<file path="config.mk">
export PLATFORM = sky130hd
export DESIGN_NAME = p_multdiv
export DESIGN_NICKNAME = d
export VERILOG_FILES = /design/src/rtl/p_multdiv.sv
export SDC_FILE = /design/constraint.sdc
export NUM_CORES = 1
export LEC_CHECK = 0
export BUFFER_PORTS_ARGS = -buffer_cell sky130_fd_sc_hd__buf_2
export CAP_MARGIN = 20
export CORE_UTILIZATION = 40
export DETAILED_ROUTE_END_ITERATION = 12
export GPL_TIMING_DRIVEN = 1
export PLACE_DENSITY = 0.57
export SLEW_MARGIN = 20
export SYNTH_ARGS = -nofsm -noshare
export SYNTH_HDL_FRONTEND = slang
export SYNTH_SLANG_ARGS = --single-unit
</file>
<file path="constraint.sdc">
create_clock -name clock -period 7.4 [get_ports clock]
set_clock_uncertainty 0.15 [all_clocks]
set_input_delay 1.11 -clock clock [delete_from_list [all_inputs] [get_ports clock]]
set_output_delay 1.11 -clock clock [all_outputs]
set_load 0.1 [all_outputs]
</file>
<file path="src/rtl/p_multdiv.sv">
// Iterative signed multiply/divide unit beside the execute-stage ALU.
// Shift-add multiply and restoring divide on operand magnitudes, one bit per cycle.
module p_multdiv #(
  parameter int unsigned WIDTH = 32,
  parameter int unsigned CNT_W = 6
) (
  input  logic             clock,
  input  logic             ctrl_reset,
  input  logic [WIDTH-1:0] data_operandA,
  input  logic [WIDTH-1:0] data_operandB,
  input  logic             ctrl_MULT,
  input  logic             ctrl_DIV,
  output logic [WIDTH-1:0] data_result,
  output logic             data_exception,
  output logic             data_resultRDY,
  output logic             data_busy
);

  localparam int unsigned PW = 2 * WIDTH;

  typedef enum logic [1:0] {IDLE, MUL, DIV, DONE} state_e;

  state_e           state_q, state_d;
  logic [CNT_W-1:0] cnt_q, cnt_d;
  logic             neg_q, neg_d;
  logic [WIDTH:0]   amag_q, amag_d;
  logic [WIDTH:0]   bmag_q, bmag_d;
  logic [PW-1:0]    acc_q, acc_d;
  logic [WIDTH-1:0] rem_q, rem_d;
  logic [WIDTH-1:0] res_q, res_d;
  logic             exc_q, exc_d;
  logic             rdy_q, rdy_d;
  logic             busy_q, busy_d;

  logic [WIDTH:0]   a_ext, b_ext, mag_a, mag_b;
  logic [WIDTH:0]   mul_sum;
  logic [PW-1:0]    mul_next, prod_s;
  logic             mul_ovf;
  logic [WIDTH:0]   rem_sh;
  logic             div_ge;
  logic [WIDTH-1:0] quo_mag, quo_s;
  logic             quo_neg;
  logic             last;

  // Magnitudes kept one bit wider so |-2^(WIDTH-1)| is exact
  assign a_ext = {data_operandA[WIDTH-1], data_operandA};
  assign b_ext = {data_operandB[WIDTH-1], data_operandB};
  assign mag_a = a_ext[WIDTH] ? -a_ext : a_ext;
  assign mag_b = b_ext[WIDTH] ? -b_ext : b_ext;

  // Multiply step: acc holds {partial high, remaining multiplier bits}
  assign mul_sum  = {1'b0, acc_q[PW-1:WIDTH]} + (acc_q[0] ? amag_q : '0);
  assign mul_next = {mul_sum, acc_q[WIDTH-1:1]};
  assign prod_s   = neg_q ? -mul_next : mul_next;
  assign mul_ovf  = !((&prod_s[PW-1:WIDTH-1]) || !(|prod_s[PW-1:WIDTH-1]));

  // Divide step: acc low half shifts dividend out and quotient bits in
  assign rem_sh  = {rem_q, acc_q[WIDTH-1]};
  assign div_ge  = rem_sh >= bmag_q;
  assign quo_mag = {acc_q[WIDTH-2:0], div_ge};
  assign quo_neg = neg_q && (quo_mag != '0);
  assign quo_s   = quo_neg ? -quo_mag : quo_mag;

  assign last = (cnt_q == CNT_W'(WIDTH - 1));

  always_ff @(posedge clock) begin
    if (!ctrl_reset) begin
      state_q <= IDLE;
      cnt_q   <= '0;
      neg_q   <= 1'b0;
      amag_q  <= '0;
      bmag_q  <= '0;
      acc_q   <= '0;
      rem_q   <= '0;
      res_q   <= '0;
      exc_q   <= 1'b0;
      rdy_q   <= 1'b0;
      busy_q  <= 1'b0;
    end else begin
      state_q <= state_d;
      cnt_q   <= cnt_d;
      neg_q   <= neg_d;
      amag_q  <= amag_d;
      bmag_q  <= bmag_d;
      acc_q   <= acc_d;
      rem_q   <= rem_d;
      res_q   <= res_d;
      exc_q   <= exc_d;
      rdy_q   <= rdy_d;
      busy_q  <= busy_d;
    end
  end

  always_comb begin
    state_d = state_q;
    cnt_d   = cnt_q;
    neg_d   = neg_q;
    amag_d  = amag_q;
    bmag_d  = bmag_q;
    acc_d   = acc_q;
    rem_d   = rem_q;
    res_d   = res_q;
    exc_d   = exc_q;
    rdy_d   = 1'b0;
    busy_d  = 1'b0;
    unique case (state_q)
      IDLE: begin
        if (ctrl_MULT || ctrl_DIV) begin
          neg_d  = data_operandA[WIDTH-1] ^ data_operandB[WIDTH-1];
          amag_d = mag_a;
          bmag_d = mag_b;
          cnt_d  = '0;
          rem_d  = '0;
          if (ctrl_MULT) begin
            acc_d   = {{WIDTH{1'b0}}, mag_b[WIDTH-1:0]};
            state_d = MUL;
            busy_d  = 1'b1;
          end else begin
            acc_d = {{WIDTH{1'b0}}, mag_a[WIDTH-1:0]};
            if (data_operandB == '0) begin
              state_d = DONE;
              res_d   = '0;
              exc_d   = 1'b1;
              rdy_d   = 1'b1;
            end else begin
              state_d = DIV;
              busy_d  = 1'b1;
            end
          end
        end
      end
      MUL: begin
        acc_d = mul_next;
        cnt_d = cnt_q + CNT_W'(1);
        if (last) begin
          state_d = DONE;
          res_d   = prod_s[WIDTH-1:0];
          exc_d   = mul_ovf;
          rdy_d   = 1'b1;
        end else begin
          busy_d = 1'b1;
        end
      end
      DIV: begin
        acc_d = {acc_q[PW-1:WIDTH], quo_mag};
        rem_d = div_ge ? WIDTH'(rem_sh - bmag_q) : rem_sh[WIDTH-1:0];
        cnt_d = cnt_q + CNT_W'(1);
        if (last) begin
          state_d = DONE;
          res_d   = quo_s;
          exc_d   = !quo_neg && quo_mag[WIDTH-1];
          rdy_d   = 1'b1;
        end else begin
          busy_d = 1'b1;
        end
      end
      DONE: state_d = IDLE;
      default: state_d = IDLE;
    endcase
  end

  assign data_result    = res_q;
  assign data_exception = exc_q;
  assign data_resultRDY = rdy_q;
  assign data_busy      = busy_q;

endmodule

</file>
# Word level (Yosys, flattened, before mapping)
# Cells that the tools add are included.
[classes] addsub=7 n_lt_le_gt_ge=1 eq_ne=10 n_mux=40 bitwise_logic=2 reduce_logical=24
[ops] operator="32-bit two-way mux" n=9
[ops] operator="64-bit case mux with 3 select lines" n=1
[ops] operator="64-bit two-way mux" n=2
[ops] operator="33-bit two-way mux" n=3
[ops] operator="32-bit case mux with 3 select lines" n=1
[ops] operator="33-bit negator" n=2
[ops] operator="64-bit negator" n=1
[ops] operator="32-bit case mux with 2 select lines" n=1
[ops] operator="32-bit by 33-bit adder with 33-bit output" n=1
[ops] operator="33-bit >= comparator" n=1
[ops] operator="33-bit AND reduction" n=1
[ops] operator="33-bit OR reduction" n=1
[ops] operator="32-bit zero test" n=1
[ops] operator="32-bit negator" n=1
[ops] operator="32-bit nonzero test" n=1
[ops] operator="32-bit subtractor" n=1
[ops] operator="1-bit two-way mux" n=14
[ops] operator="6-bit case mux with 2 select lines" n=1
[ops] operator="2-bit inequality test (second input constant)" n=5
[ops] operator="2-bit AND reduction" n=5
[ops] operator="6-bit by 1-bit adder with 6-bit output (second input constant)" n=1
[ops] operator="6-bit by 5-bit == test with 1-bit output (second input constant)" n=1
[ops] operator="2-bit two-way mux" n=3
[ops] operator="6-bit two-way mux" n=1
[ops] operator="17 further kinds" n=25
[totals] reg_bits=206 output_inout_bits=35

# Depth between registers and ports, before layout
[logic_depth] word_depth=10 ltp_mapped=26

# Worst setup path after synthesis
# No wires, ideal clock.
[synth_timing] kind="register to register" from="register acc_q[0]" to="register exc_q (netlist: data_exception)" setup_time_ps=115 arrival_time_ps=4977 required_ps=7135 setup_slack_ps=2159 stages_incl_launch_ff=22 cell_sequence="dfxtp_1 clkbuf_1 clkbuf_1 and2_1 ha_1 inv_1 fa_1 nor2b_1 o31a_1 a21oi_1 or2_1 or3_1 buf_2 or4_4 o31ai_4 xor2_1 o211ai_1 nor4_1 nand4_1 or4_1 or4_1 o21ba_1"
[synth_between] elab_chain_cells=10
[synth_lines] item="from (decl)" line_no="28" source="logic [PW-1:0] acc_q, acc_d;"
[synth_lines] item="from (signal assigned)" line_no="73" source="acc_q <= '0;"
[synth_lines] item="from (signal assigned)" line_no="85" source="acc_q <= acc_d;"
[synth_lines] item="33-bit two-way mux" line_no="52" source="assign mul_sum = {1'b0, acc_q[PW-1:WIDTH]} + (acc_q[0] ? amag_q : '0);"
[synth_lines] item="32-bit by 33-bit adder with 33-bit output" line_no="52"
[synth_lines] item="64-bit negator" line_no="54" source="assign prod_s = neg_q ? -mul_next : mul_next;"
[synth_lines] item="64-bit two-way mux" line_no="54"
[synth_lines] item="33-bit OR reduction" line_no="55" source="assign mul_ovf = !((&prod_s[PW-1:WIDTH-1]) || !(|prod_s[PW-1:WIDTH-1]));"
[synth_lines] item="1-bit zero test" line_no="55"
[synth_lines] item="1-bit logical OR" line_no="55"
[synth_lines] item="1-bit zero test" line_no="55"
[synth_lines] item="1-bit two-way mux" line_no="135" source="if (last) begin"
[synth_lines] item="1-bit case mux with 3 select lines (*)" line_no="106" source="unique case (state_q)"
[synth_lines] item="to (signal assigned)" line_no="76" source="exc_q <= 1'b0;"
[synth_lines] item="to (signal assigned)" line_no="88" source="exc_q <= exc_d;"
[synth_lines] item="to (decl)" line_no="31" source="logic exc_q, exc_d;"
# Every way passes the cells marked *; elsewhere a longest branch is shown, timed or not. The select of a mux whose other input is x is not followed.
# A chain may end at the register's enable or synchronous reset.

# Worst setup path after layout
# Same ends and word-level chain as after synthesis.

==> impl_metrics.ini <==
[timing]
fmax_mhz = 162
slew_viol_final = 0
min_period_ns = 6.17
finalHoldViolCount = 0
worst_pin_slew_ns = 1.09
tns_ns = 0
max_slew_margin_pct = 27.2
holdWs_ns = 0.305
fin_crit_sh_pct = 83.4
grt_setup_unrepaired = no
setup-violations-final = 0

[route]
drcViolationCount = 0
route.met2.wl_mm = 24.3
wl_met1_mm = 24.4
drt_first_pass_iters = 5
routed.top_layer = met5
ant_nets = 0
wl_met3_mm = 3.18
drt_wl_total_mm = 53.6
vias_per_cell = 5.89
avgRoutedWirePerCell_microns = 20.2
vias = 15700
drtIter0Drc = 1462

[clock_tree]
cts_tree = built
cts.sinks = 206
cts_hold_buf = 0
cts_inserted_buffers = 27
clkLatencyLatePin_ns = 0.58
clkSlewWorstSetupHoldPaths_ns = 0.06
htree_levels = 1
postCtsSetupBuffers = 0
post_cts_resized = 0
cts.path.max_buffers = 3
root_buffer = clkbuf_16

[synthesis]
syn_area_per_cell_sq_um = 7.67
synth_most_common_cell = nor2_1
synth_top_area_cell = dfxtp_1
syn_nets = 2253
netlist_top_cells_area = dfxtp_1 (25%), nor2_1 (6.3%), xor2_1 (6.0%), ha_1 (5.7%), xnor2_1 (4.3%)
ys_seq_area_share_pct = 25.5
synth-edff-count = 0
ys_types = 107
netlist_area_sq_mm = 0.0162
synth.ff_latch_count = 206
synth_top_area_share_pct = 25.5
yosys-top-cells-count = nor2_1 (273), dfxtp_1 (206), nand2_1 (170), a21oi_1 (132), clkbuf_1 (118)
synthCells = 2109
synth_warnings = 0
async_flop_share_pct = 0
ys.flop_type = dfxtp_1

[hold_path]
hp-class = reg -> reg

[die]
chipHeight_microns = 203
die-width_microns = 203
dieArea_sq_mm = 0.0412
num_rows = 73
ios = 103
start_util_pct = 40.6
core_sq_mm = 0.0398

[placement]
io_buffers = 102
place_congestion = 0.929
hpwl_mm = 39.2

[critical_path]
critPathKind = reg -> reg
cp-start-kind = flip-flop
cp.arrival_ns = 6.48
cp-end-kind = flip-flop
cp.required_ns = 7.70
crit_fanout = 27

[finish]
syn2layout_area_growth_pct = 10.3
layout-drive-gt1-share_pct = 11.0
fillers = 4138
finalNetCount = 2256

[global_routing]
grt.overflow.total = 0
track_usage_pct = 25.5
grt_antenna_before_repair = 3
grt_pass1_vias = 14600
grt_pass1_wl_mm = 83.5
grt_max_degree = 109

[power]
p_sw_share_pct = 45.7
p_comb_share_pct = 47.4
p_clk_share_pct = 23.7
power_density_mw_per_mm2 = 335
peakVddDrop_v = 0.000243
internal-power_mw = 3.25
power.switching_mw = 2.73
p_leak_nw = 7.05
p_seq_share_pct = 28.9

[status]
status = finished, final reports clean

[job]
max_cap_viol_count = 0
==> routing by layer <==
layer	track usage [%]	up-vias
li1	-	7644
met1	35.1	7455
met2	41.1	492
met3	3.10	82
met4	8.57	2
met5	0	-
==> power by group through the flow <==
stage	Sequential, mW	Combinational, mW	Clock, mW
after floorplan	1.54	2.29	0
after global placement	1.74	2.77	0
after detailed placement	1.74	2.79	0
after CTS	1.72	2.81	1.45
after global routing	1.75	3.12	1.49
final	1.73	2.84	1.42
==> worst paths after layout <==
path / from / to / slack (ns) / depth (start not counted)
min: amag_q[31]$_SDFFE_PN0P_ / amag_q[31]$_SDFFE_PN0P_ / 0.30 / 2
min reg2reg: amag_q[31]$_SDFFE_PN0P_ / amag_q[31]$_SDFFE_PN0P_ / 0.30 / 2
max: acc_q[0]$_SDFFE_PN0P_ / data_exception$_SDFFE_PN0P_ / 1.23 / 18
max reg2reg: acc_q[0]$_SDFFE_PN0P_ / data_exception$_SDFFE_PN0P_ / 1.23 / 18
==> cell type report <==
type	instances	area [sq um]	area share [%]
Antenna cell	2	5.00	0.0280
Clock buffer	40	754	4.23
Clock inverter	10	190	1.07
Inverter	74	283	1.58
Multi-Input combinational cell	1683	11200	62.7
Sequential cell	206	4130	23.1
Tap cell	525	657	3.68
Timing Repair Buffer	120	646	3.62
==> placed cells by master (no fill, tap or decap), types with 37 or more instances in the layout <==
cell type,Yosys,layout
a211oi_1,76,76
a21oi_1,132,132
a22oi_1,52,52
and2_1,45,45
buf_2,7,102
dfxtp_1,206,205
ha_1,74,72
inv_1,70,70
mux2i_1,59,59
nand2_1,170,170
nor2_1,273,272
nor3_1,39,38
o211ai_1,37,37
o21ai_0,100,100
xnor2_1,79,79
xor2_1,111,111
==> stage by stage <==
stage	area (sq um)	instances	setup slack [ns]	util [%]	power, mW
after CTS	17800	2658	1.24	44.8	5.97
after detailed placement	16900	2608	0.991	42.4	4.53
final	17800	2660	1.23	44.8	5.98
after floorplan	16200	2109	2.16	-	3.83
after global placement	16900	2608	1.10	42.4	4.51
after global routing	17800	2660	0.783	44.8	6.36
==> critical path, cell delays in order (launching register included) <==
cell and delay (ns):
dfxtp_1 0.92, and2_1 0.24, ha_1 0.18, inv_1 0.06, fa_1 0.39, nor2b_1 0.24
o31ai_1 0.18, a21oi_2 0.34, a311o_1 0.29, a21boi_0 0.12, nor3b_1 0.52, nand4_2 0.33
or2_4 0.35, o41ai_4 0.23, xor2_1 0.26, nand4_1 0.12, or4_1 0.52, or4_1 0.40
o21ba_1 0.18
==> cells by family after synthesis <==
kind of cell / after synthesis / synth area share, %
buffers and inverters: 220 / 5.58
AOI/OAI and AO/OA: 624 / 26.9
and+or+nand+nor: 732 / 21.9
DFF: 206 / 25.5
adders and majority gates: 76 / 5.97
xor gates and xnor gates: 190 / 10.3
muxes: 61 / 3.81
==> flip-flops by register name (all words and copies together) (netlist names) <==
name and cells:
state_q 2, cnt_q 6, data_busy 1, rem_q 32, data_result 32, acc_q 64
neg_q 1, amag_q 33, data_resultRDY 1, bmag_q 33, data_exception 1
No activity file was read; power rests on OpenSTA's default activity.
